$ cat config.mk
export PLATFORM = sky130hd
export DESIGN_NAME = uart_mem_loader
export DESIGN_NICKNAME = d
export VERILOG_FILES = /design/src/rtl/uart_mem_loader_pkg.sv /design/src/rtl/uart_mem_loader_word_packer.sv /design/src/rtl/uart_mem_loader.sv
export SDC_FILE = /design/constraint.sdc
export NUM_CORES = 1
export LEC_CHECK = 0
export ABC_AREA = 1
export BUFFER_PORTS_ARGS = -buffer_cell sky130_fd_sc_hd__buf_2
export CORE_UTILIZATION = 35
export CTS_CLUSTER_SIZE = 12
export DETAILED_ROUTE_END_ITERATION = 8
export PLACE_DENSITY = 0.68
export RECOVER_POWER = 50
export SLEW_MARGIN = 10
export SYNTH_ARGS = -nofsm -noshare
export SYNTH_HDL_FRONTEND = slang
export SYNTH_SLANG_ARGS = --single-unit
$ cat constraint.sdc
create_clock -name clock -period 5.4 [get_ports clock]
set_input_delay 0.27 -clock clock [delete_from_list [all_inputs] [get_ports clock]]
set_output_delay 0.27 -clock clock [all_outputs]
set_load 0.03 [all_outputs]
$ cat src/rtl/uart_mem_loader_pkg.sv
// uart_mem_loader_pkg: shared state encoding and word geometry for the UART memory loader
// Contents: loaderState_t (IDLE/COLLECT/WRITE/DONE), DATA_WIDTH, BYTES_PER_WORD
package uart_mem_loader_pkg;
    typedef enum logic [1:0] {
        IDLE    = 2'd0,
        COLLECT = 2'd1,
        WRITE   = 2'd2,
        DONE    = 2'd3
    } loaderState_t;
    localparam int DATA_WIDTH     = 32;
    localparam int BYTES_PER_WORD = 4;
endpackage

$ cat src/rtl/uart_mem_loader_word_packer.sv
// uart_mem_loader_word_packer: assembles little-endian bytes into a word, with a zero-padded flush view
// Ports: clock, resetn (async active-low), clear (drop partial word), accept (byte taken),
//        byteIn, byteCount (bytes held), lastByte (accept completes a word),
//        fullWord (word including the byte being accepted), padWord (held bytes, upper bytes zeroed)
module uart_mem_loader_word_packer
    import uart_mem_loader_pkg::*;
(
    input  logic                  clock,
    input  logic                  resetn,
    input  logic                  clear,
    input  logic                  accept,
    input  logic [7:0]            byteIn,
    output logic [1:0]            byteCount,
    output logic                  lastByte,
    output logic [DATA_WIDTH-1:0] fullWord,
    output logic [DATA_WIDTH-1:0] padWord
);
    logic [DATA_WIDTH-1:0] shiftReg;
    logic [5:0]            padShift;

    // New bytes enter at the top, so after four bytes the first one sits in [7:0].
    always_ff @(posedge clock or negedge resetn) begin
        if (!resetn) begin
            shiftReg  <= '0;
            byteCount <= '0;
        end else if (clear) begin
            shiftReg  <= '0;
            byteCount <= '0;
        end else if (accept) begin
            shiftReg  <= fullWord;
            byteCount <= byteCount + 2'd1;
        end
    end

    assign fullWord = {byteIn, shiftReg[DATA_WIDTH-1:8]};
    assign lastByte = accept && byteCount == 2'(BYTES_PER_WORD - 1);
    // A partial word lives in the top bytes; shifting it down leaves zeros above it.
    assign padShift = {3'(BYTES_PER_WORD) - {1'b0, byteCount}, 3'b000};
    assign padWord  = shiftReg >> padShift;
endmodule

$ cat src/rtl/uart_mem_loader.sv
// uart_mem_loader: loads UART bytes as 32-bit words into data memory, otherwise passes CPU accesses through
// Ports: clock, resetn (async active-low), start (load pulse);
//        rx_valid/rx_data/rx_ready (byte stream in);
//        cpu_addr/cpu_write_data/cpu_mem_write (CPU request);
//        mem_addr/mem_write_data/mem_write (to dmemory32);
//        busy (loader owns port), done (last load finished), words_loaded (words written)
module uart_mem_loader
    import uart_mem_loader_pkg::*;
#(
    parameter int ADDR_WIDTH     = 14,
    parameter int MAX_WORDS      = 16384,
    parameter int TIMEOUT_CYCLES = 1000000
) (
    input  logic                  clock,
    input  logic                  resetn,
    input  logic                  start,
    input  logic                  rx_valid,
    input  logic [7:0]            rx_data,
    output logic                  rx_ready,
    input  logic [31:0]           cpu_addr,
    input  logic [31:0]           cpu_write_data,
    input  logic                  cpu_mem_write,
    output logic [31:0]           mem_addr,
    output logic [31:0]           mem_write_data,
    output logic                  mem_write,
    output logic                  busy,
    output logic                  done,
    output logic [ADDR_WIDTH:0]   words_loaded
);
    localparam int                    IDLE_WIDTH = $clog2(TIMEOUT_CYCLES);
    localparam logic [IDLE_WIDTH-1:0] IDLE_LAST  = IDLE_WIDTH'(TIMEOUT_CYCLES - 1);
    localparam logic [ADDR_WIDTH:0]   LAST_ADDR  = (ADDR_WIDTH + 1)'(MAX_WORDS - 1);

    loaderState_t          state;
    logic [ADDR_WIDTH:0]   wordAddr;
    logic [IDLE_WIDTH-1:0] idleCount;
    logic [DATA_WIDTH-1:0] memWord;
    logic                  finalWrite;
    logic                  accept;
    logic                  timeoutHit;
    logic                  packerClear;
    logic [1:0]            byteCount;
    logic                  lastByte;
    logic [DATA_WIDTH-1:0] fullWord;
    logic [DATA_WIDTH-1:0] padWord;

    assign accept      = state == COLLECT && rx_valid;
    // A byte arriving on the timeout cycle wins, so timeout requires an empty cycle.
    assign timeoutHit  = state == COLLECT && !rx_valid && idleCount == IDLE_LAST;
    assign packerClear = ((state == IDLE || state == DONE) && start) || timeoutHit;

    uart_mem_loader_word_packer wordPacker (
        .clock     (clock),
        .resetn    (resetn),
        .clear     (packerClear),
        .accept    (accept),
        .byteIn    (rx_data),
        .byteCount (byteCount),
        .lastByte  (lastByte),
        .fullWord  (fullWord),
        .padWord   (padWord)
    );

    always_ff @(posedge clock or negedge resetn) begin
        if (!resetn) begin
            state      <= IDLE;
            wordAddr   <= '0;
            idleCount  <= '0;
            memWord    <= '0;
            finalWrite <= 1'b0;
            done       <= 1'b0;
        end else begin
            case (state)
                IDLE, DONE: if (start) begin
                    state     <= COLLECT;
                    wordAddr  <= '0;
                    idleCount <= '0;
                    done      <= 1'b0;
                end
                COLLECT: if (rx_valid) begin
                    idleCount <= '0;
                    if (lastByte) begin
                        memWord    <= fullWord;
                        finalWrite <= 1'b0;
                        state      <= WRITE;
                    end
                end else if (timeoutHit) begin
                    idleCount <= '0;
                    if (byteCount != 2'd0) begin
                        memWord    <= padWord;
                        finalWrite <= 1'b1;
                        state      <= WRITE;
                    end else begin
                        state <= DONE;
                        done  <= 1'b1;
                    end
                end else begin
                    idleCount <= idleCount + IDLE_WIDTH'(1);
                end
                WRITE: begin
                    wordAddr  <= wordAddr + (ADDR_WIDTH + 1)'(1);
                    idleCount <= '0;
                    if (finalWrite || wordAddr == LAST_ADDR) begin
                        state <= DONE;
                        done  <= 1'b1;
                    end else begin
                        state <= COLLECT;
                    end
                end
                default: state <= IDLE;
            endcase
        end
    end

    // While busy the CPU store strobe is dropped and reads see the loader's address.
    assign busy           = state == COLLECT || state == WRITE;
    assign rx_ready       = state == COLLECT;
    assign mem_addr       = busy ? 32'({wordAddr, 2'b00}) : cpu_addr;
    assign mem_write_data = busy ? memWord : cpu_write_data;
    assign mem_write      = busy ? state == WRITE : cpu_mem_write;
    assign words_loaded   = wordAddr;
endmodule
==> results of run 1 <==
cell type report:
type | instances | area [um2] | share of cell area
Multi-Input combinational cell | 630 | 3060 | 0.401
Inverter | 141 | 529 | 0.0694
Clock buffer | 9 | 225 | 0.0295
Tap cell | 229 | 287 | 0.0376
Clock inverter | 6 | 108 | 0.0141
Sequential cell | 105 | 2630 | 0.344
Timing Repair Buffer | 163 | 790 | 0.104
cell usage in the layout, fill, tap and decap left out, types with 3 or more instances in the layout:
master / instances
a21oi_1: 11
buf_2: 130
bufinv_16: 3
clkbuf_1: 29
clkbuf_16: 9
dfrtp_1: 105
ha_1: 5
inv_1: 135
inv_2: 4
nand2_1: 251
nand2_2: 30
nand3_1: 21
nand4_1: 15
nor2_1: 91
nor3_1: 12
o211ai_1: 16
o21ai_0: 125
o21ai_1: 7
o21ai_2: 28
xor2_1: 4
layer usage:
layer	vias to the layer above	wire length (um)
met3	16	989
li1	3151	-
met2	177	8000
met5	-	0
met1	2759	7680
met4	0	204
power breakdown:
part | switching (mW) | internal [mW]
Combinational | 1.81 | 0.670
Sequential | 0.136 | 1.02
Clock | 0.295 | 0.449
kinds of logic (layout without fill, tap and decap cells):
family | count (synthesis) | after routing | share of synthesized area
compound gates | 192 | 192 | 0.176
buf+inv | 179 | 319 | 0.118
flops | 105 | 105 | 0.408
simple gates | 428 | 428 | 0.282
fa+ha+maj | 6 | 6 | 0.0116
xor+xnor | 4 | 4 | 0.00544
flip-flops by register name (all words and copies together), names as in the netlist:
signal / flops
wordPacker.shiftReg: 32
words_loaded: 15
finalWrite: 1
idleCount: 20
done: 1
state: 2
memWord: 32
wordPacker.byteCount: 2
final timing paths:
check                                      from                                  end  slack [ps]  cells past startpoint
max                                      resetn              memWord[13]$_DFFE_PN0P_        1720                      3
min                                  rx_data[0]  wordPacker.shiftReg[24]$_DFFE_PN0P_         220                      3
max reg2reg                state[0]$_DFFE_PN0P_         words_loaded[12]$_DFFE_PN0P_        1910                     11
min reg2reg                    done$_DFFE_PN0P_                     done$_DFFE_PN0P_         480                      2
max in group clock         state[0]$_DFFE_PN0P_         words_loaded[12]$_DFFE_PN0P_        1910                     11
min in group asynchronous                resetn            idleCount[16]$_DFFE_PN0P_        1050                      2
repair_timing:
| item | CTS | global route |
|---|---|---|
| gates resized for setup | 0 | 0 |
| setup buffers | 0 | 0 |
| hold endpoints to repair | 36 | 0 |
| hold buffers | 1 | 0 |
worst max-delay path, cell delays in order:
cell	delay (ps)
dlygate4sd3_1	530
clkbuf_1	1470
clkbuf_2	1470
==> metrics.txt, run 1 <==
status finished with violations; failing checks max-capacitance violations, max-slew violations; Tmin final 3680 ps; grt peak-use layer met2; largest net degree at the start of global routing 113; Die H 138 um; Rel. slew slack -0.375; Std-Cell Rows between 40 and 50; initial antenna violation count 0; area leader, netlist dfrtp_1; Final Skew between 7 and 8 ps; total CTS buffers 9; maximum VDD drop 0.328 mV; most numerous cell in the Yosys netlist nand2_1; TritonCTS clock tree yes; max-slew violation count approximately 110; Final Core Density 0.423; H-tree depth 3; final instance area about 7600 um2; Clock Sinks between 100 and 150; final setup TNS 0 ps; drt initial violations slightly below 500; Initial Util 0.358; Final Power roughly 4.4 mW; Worst Hold Class input port to register; final setup vio count 0; critical path capture point type async pin; clock buffer depth 2; Slew @ Worst Pin a little over 2000 ps; Die Width 138 um; remaining global-route overflow 0; period utilisation layout 0.682; CORE AREA 18000 um2; Final ANT Viol Nets 0; top-area cell type share of the netlist area 0.408; flip-flop and latch count after synthesis about 110; worst hold slack approximately 220 ps; layout cell share with drive strength beyond 1 0.208; first-pass GRT wire length between 20000 and 30000 um; CP Class input port to async pin; Post-synth EDFFs 0; Cell Count, Final, Fillers Out about 1300; Achievable Freq approximately 0.27 GHz; Post-synth top cells nand2_1 (250), inv_1 (134), o21ai_0 (125), dfrtp_1 (105), nor2_1 (89); yosys warns 0; unrepaired setup endpoints after global routing no; Routed Wire Length roughly 17000 um; M3 GR Usage 0.0427; gpl congestion ~0.87; Avg Inst Size Synth 7.05 um2; power density cells 575 nW/um2; placed cells about 1300; Syn Nets approximately 1000; post-synthesis instance total 914; DP HPWL 12200 um; total inserted antenna cells 0; fillcell total a little under 2000; Via density 4.76; CP startpoint kind input port; total track usage 0.180; fin worst setup slack ~1700 ps; vias in the first global route about 5500; clk slew on worst S/H paths approximately 70 ps; Post-Syn Area 6440 um2; Async SR Flop Fraction 1.00; Synth-to-Final Area Change 18.3%; Arr. time, crit path ~3800 ps; Final Net Count about 1100; DR pass1 iterations 5; I/O pins 160; Clk Tree Root Cell clkbuf_16; static leakage ~3.8 nW; Main synth FF type dfrtp_1; placed cell area around 7300 um2; Maximum Capacitance Violations 2; Fin. Hold Viols 0; met1 Track Usage GR 0.237; worst-skew pair later-pin latency about 360 ps; Max Fanout on Critical Path between 60 and 70; die area 19000 um2; Crit path required time 5540 ps; ranking of synthesized cells by area dfrtp_1 (41%), nand2_1 (15%), o21ai_0 (9.7%); port bufs roughly 160; Seq/Total Area, Yosys 0.408; DR vias roughly 6100; Cell variety after synth 35; drc violations 0; met2 GRT Util 0.296; Routed wire per std cell between 10 and 15 um; pre-CTS setup slack 2030 ps
No activity file was read; power rests on OpenSTA's default activity.
==> run 2, diff against run 1 <==
==> constraint.sdc (replaced) <==
create_clock -name clock -period 3.7 [get_ports clock]
set_input_delay 0.185 -clock clock [delete_from_list [all_inputs] [get_ports clock]]
set_output_delay 0.185 -clock clock [all_outputs]
set_load 0.03 [all_outputs]
==> run 2 against run 1 <==
The flow still finishes with violations (max-capacitance violations, max-slew violations). Power rose by 42%. Global-route usage up 0.14 points. Register-to-register slack worse by 1200 ps. Wire length rose by 1.2%. Utilization fell by 0.35 points. Worst setup slack got worse by 1000 ps. Final cell count increased by 0.31%. Clock power grew 16%. Critical endpoint is now wordPacker.shiftReg[13]$_DFFE_PN0P_. Highest routed layer unchanged.
==> metrics.txt, run 2 (synthesized netlist as in run 1, its figures left out) <==
max-slew violation count 35; Synth-to-Final Area Change 17.4%; period utilisation layout 0.808; Final ANT Viol Nets 0; DR vias just over 6000; Maximum Capacitance Violations 1; drt initial violations approximately 500; Clock Sinks between 100 and 150; total track usage 0.182; failing checks max-capacitance violations, max-slew violations; total CTS buffers 9; static leakage 3.82 nW; port bufs roughly 160; fillcell total around 1900; Routed Wire Length 17100 um; Die Width 138 um; worst-skew pair later-pin latency about 360 ps; Rel. slew slack -0.0929; min-delay src rx_data[5]; CORE AREA between 15000 and 20000 um2; maximum VDD drop approximately 0.42 mV; reg-to-reg endpoint wordPacker.shiftReg[13]$_DFFE_PN0P_; unrepaired setup endpoints after global routing no; reg2reg path depth 6; Fin. Hold Viols 0; cts repair resizes 0; status finished with violations; die area approximately 19000 um2; gpl congestion around 0.94; final setup vio count 0; final setup TNS 0 ps; I/O pins 160; total inserted antenna cells 0; CP Class register to register; Arr. time, crit path approximately 3200 ps; worst hold stages 3; Crit path required time slightly below 4000 ps; Initial Util 0.358; CP startpoint kind register; hold endpoint wordPacker.shiftReg[29]$_DFFE_PN0P_; Worst Hold Class input port to register; drc violations 0; Post-CTS Setup Bufs 0; Tmin final between 2000 and 3000 ps; Clk Tree Root Cell clkbuf_16; clock buffer depth 2; initial antenna violation count 0; Via density 4.85; Max Fanout on Critical Path 34; DR pass1 iterations 7; DP HPWL ~13000 um; TritonCTS clock tree yes; layout cell share with drive strength beyond 1 0.213; clk slew on worst S/H paths roughly 70 ps; power density cells a little over 800 nW/um2; register area between 2000 and 3000 um2; commonest non-fill, non-tap cells in the layout nand2_1 (250), inv_1 (135), buf_2 (134); first-pass GRT wire length about 27000 um; Routed wire per std cell 13.3 um; Achievable Freq roughly 0.33 GHz; remaining global-route overflow 0; Slew @ Worst Pin 1640 ps; Die H around 140 um; Largest regs memWord (32), wordPacker.shiftReg (32), idleCount (20); reg-to-reg slack, setup between 700 and 800 ps; Std-Cell Rows between 40 and 50; H-tree depth 3; critical path capture point type register; Final Power approximately 6.2 mW; worst hold slack roughly 160 ps; Multi-input gate area 3050 um2; vias in the first global route between 5000 and 6000; Final Skew around 7.1 ps; largest net degree at the start of global routing a little over 100; Reg-to-Reg Start state[0]$_DFFE_PN0P_; CTS Hold Buffers Added 1; commonest non-fill, non-tap cell in the layout nand2_1; Final Net Count 1138
==> run 2: per-stage QoR <==
step                      cells   util  cell area, um2  setup WS (ps)
after detailed placement   1272  0.409            7370            826
after CTS                  1287  0.424            7630            809
after global routing       1287  0.420            7560            359
after global placement     1272  0.409            7370            966
final                      1287  0.420            7560            709
after floorplan             914      -            6440           1630
==> run 2: cell type report <==
class                      instances  share of cell area
timing repair buffer             168               0.109
clock inverter                     4             0.00298
inverter                         141              0.0700
tap                              229              0.0379
clock buffer                      10              0.0303
sequential                       105               0.347
multi-input combinational        630               0.403
==> run 2: critical path, stage by stage, from the launching register on <==
cell	delay (ps)
dfrtp_1	370
inv_1	50
ha_1	520
inv_1	280
o22ai_2	220
clkbuf_1	1200
nor2_1	140
==> run 2: routing by layer <==
metal / global-route usage / share of wire / wire (um)
met1: 0.239 / 0.45 / 7670
met2: 0.303 / 0.48 / 8190
met3: 0.0394 / 0.055 / 935
met4: 0.0429 / 0.017 / 283
met5: 0 / 0 / 0
==> run 2: how the worst max path moves through the flow <==
stage | start | endpoint | slack [ps] | cells after the start
4_1_cts | wordPacker.byteCount[0]$_DFFE_PN0P_ | memWord[15]$_DFFE_PN0P_ | 810 | 9
3_5_place_dp | wordPacker.byteCount[0]$_DFFE_PN0P_ | memWord[6]$_DFFE_PN0P_ | 830 | 9
5_1_grt | wordPacker.byteCount[0]$_DFFE_PN0P_ | memWord[2]$_DFFE_PN0P_ | 360 | 9
3_3_place_gp | wordPacker.byteCount[0]$_DFFE_PN0P_ | memWord[15]$_DFFE_PN0P_ | 970 | 9
2_1_floorplan | wordPacker.byteCount[0]$_DFFE_PN0P_ | memWord[6]$_DFFE_PN0P_ | 1630 | 12
6_report | state[0]$_DFFE_PN0P_ | wordPacker.shiftReg[13]$_DFFE_PN0P_ | 710 | 6
==> run 2: report_power, final <==
part,leakage (nW),switching [mW],internal (mW)
registers,1.39,0.216,1.49
clock network,0.124,0.416,0.446
logic,2.31,2.68,0.971
total,3.82,3.31,2.91
==> run 3, diff against run 2 <==
==> constraint.sdc (replaced) <==
create_clock -name clock -period 2.9 [get_ports clock]
set_input_delay 0.145 -clock clock [delete_from_list [all_inputs] [get_ports clock]]
set_output_delay 0.145 -clock clock [all_outputs]
set_load 0.03 [all_outputs]
==> run 3 against run 2 <==
The run now ends clean. Register-to-register slack worse by 280 ps. Power is 33% higher. Sequential share of layout area fell by 0.51 points. Maximum frequency grew 21%. Hold slack worse by 45 ps. Utilization is 0.63 points higher. Combinational power increased by 29%. Clock power is 64% higher. Worst setup slack worse by 280 ps. Flip-flop and latch count did not move.
==> metrics.txt, run 3 (synthesized netlist as in run 1, its figures left out) <==
layout cell share with drive strength beyond 1 0.212; die area between 15000 and 20000 um2; Max Fanout on Critical Path 25; DR vias 6162; static leakage 3.86 nW; crit path cell chain inv_1 -> ha_4 -> inv_1 -> nor2_1 -> nor2_1 -> inv_1 -> nor2_1 -> inv_1 -> o21ai_0 -> a21oi_1; CTS Hold Buffers Added 1; drt initial violations roughly 480; Initial Util 0.358; Post-CTS Setup Bufs 0; Rel. slew slack 0.170; clk slew on worst S/H paths 70 ps; Crit path required time roughly 3200 ps; H-tree depth 3; max-slew violation count 0; Die Width about 140 um; first-pass GRT wire length 27400 um; power density cells 1070 nW/um2; gpl congestion between 0.8 and 0.9; period utilisation layout 0.851; pre-CTS setup slack ~640 ps; clock buffer depth 2; status completed; cts repair resizes 0; final setup TNS 0 ps; Via density 4.77; total track usage 0.185; crit-path most repeated cell inv_1; Tmin final around 2500 ps; Final Core Density 0.426; worst hold slack about 110 ps; I/O pins 160; TritonCTS clock tree yes; CORE AREA 18000 um2; Final ANT Viol Nets 0; Die H approximately 140 um; Worst Hold Class input port to register; total inserted antenna cells 0; Largest regs memWord (32), wordPacker.shiftReg (32), idleCount (20); Fin. Hold Viols 0; critical path capture point type register; Std-Cell Rows between 40 and 50; Routed wire per std cell between 10 and 15 um; placed cell area roughly 7400 um2; initial antenna violation count 0; Synth-to-Final Area Change 19.1%; Arr. time, crit path approximately 2800 ps; commonest non-fill, non-tap cells in the layout nand2_1 (252), inv_1 (135), buf_2 (131); worst-skew pair later-pin latency roughly 350 ps; crit path max-delay cell type nor2_1; DP HPWL 12400 um; commonest non-fill, non-tap cell in the layout nand2_1; fillcell total approximately 1900; Worst Path Buf+Inv 4; Final Net Count ~1100; worst stage delay on the critical path roughly 450 ps; CP Class register to register; Clk Tree Root Cell clkbuf_16; unrepaired setup endpoints after global routing no; final setup vio count 0; Clock Sinks between 100 and 150; largest net degree at the start of global routing 89; remaining global-route overflow 0; port bufs ~160; total CTS buffers 9; DR pass1 iterations 5; Slew @ Worst Pin between 1000 and 1500 ps; Final Skew about 7.6 ps; Maximum Capacitance Violations 0; Routed Wire Length 16700 um; drc violations 0; CP startpoint kind register; Crit path max-delay family simple AND/OR/NAND/NOR gates; Achievable Freq ~0.41 GHz; maximum VDD drop 0.646 mV; vias in the first global route 5563; final instance area around 7700 um2; fin worst setup slack between 400 and 500 ps
-- run 3: changes by cell type in the layout (fill, tap and decap cells not counted), moves of 2 or more --
cell / change
nand2_2: -2
nand2_1: +2
clkbuf_2: -2
clkbuf_1: +2
inv_6: +2
buf_4: +4
buf_2: -3
clkinv_2: -2
bufinv_16: +3
-- run 3: where the power goes --
part | total (mW) | internal [mW] | switching, mW
clock network | 1.41 | 0.849 | 0.560
logic | 4.72 | 1.28 | 3.43
registers | 2.13 | 1.90 | 0.223
total | 8.25 | 4.04 | 4.22
-- run 3: worst min-delay path, cell delays in order --
cell	delay, ps
buf_2	100
o21ai_0	80
nor2_1	100
-- run 3: cell type report --
cell class / instances / area, um2 / area share
timing repair buffer: 170 / 842 / 0.110
clock buffer: 10 / 229 / 0.0298
clock inverter: 6 / 113 / 0.0147
sequential: 105 / 2630 / 0.342
tap: 229 / 287 / 0.0373
multi-input combinational: 630 / 3050 / 0.397
inverter: 141 / 529 / 0.0689
-- run 3: layer usage --
| layer | vias to the layer above | wire length, um | GRT usage |
|---|---|---|---|
| li1 | 3162 | - | - |
| met1 | 2820 | 7730 | 0.253 |
| met2 | 161 | 7860 | 0.291 |
| met3 | 19 | 898 | 0.0449 |
| met4 | 0 | 229 | 0.0483 |
| met5 | - | 0 | 0 |
-- run 3: final timing paths --
path / depth (start not counted) / slack [ps] / to / startpoint
min: 3 / 110 / wordPacker.shiftReg[24]$_DFFE_PN0P_ / rx_data[0]
min in group asynchronous: 2 / 490 / idleCount[13]$_DFFE_PN0P_ / resetn
min reg2reg: 2 / 500 / done$_DFFE_PN0P_ / done$_DFFE_PN0P_
max in group asynchronous: 3 / 730 / words_loaded[4]$_DFFE_PN0P_ / resetn
max: 10 / 430 / words_loaded[12]$_DFFE_PN0P_ / state[0]$_DFFE_PN0P_
max reg2reg: 10 / 430 / words_loaded[12]$_DFFE_PN0P_ / state[0]$_DFFE_PN0P_
-- run 3: metrics by stage --
stage / total power, mW / cells
CTS: 8.37 / 1291
finish: 8.25 / 1291
global placement: 6.87 / 1274
global route: 8.97 / 1291
floorplan: 5.66 / 914
detailed placement: 6.93 / 1274
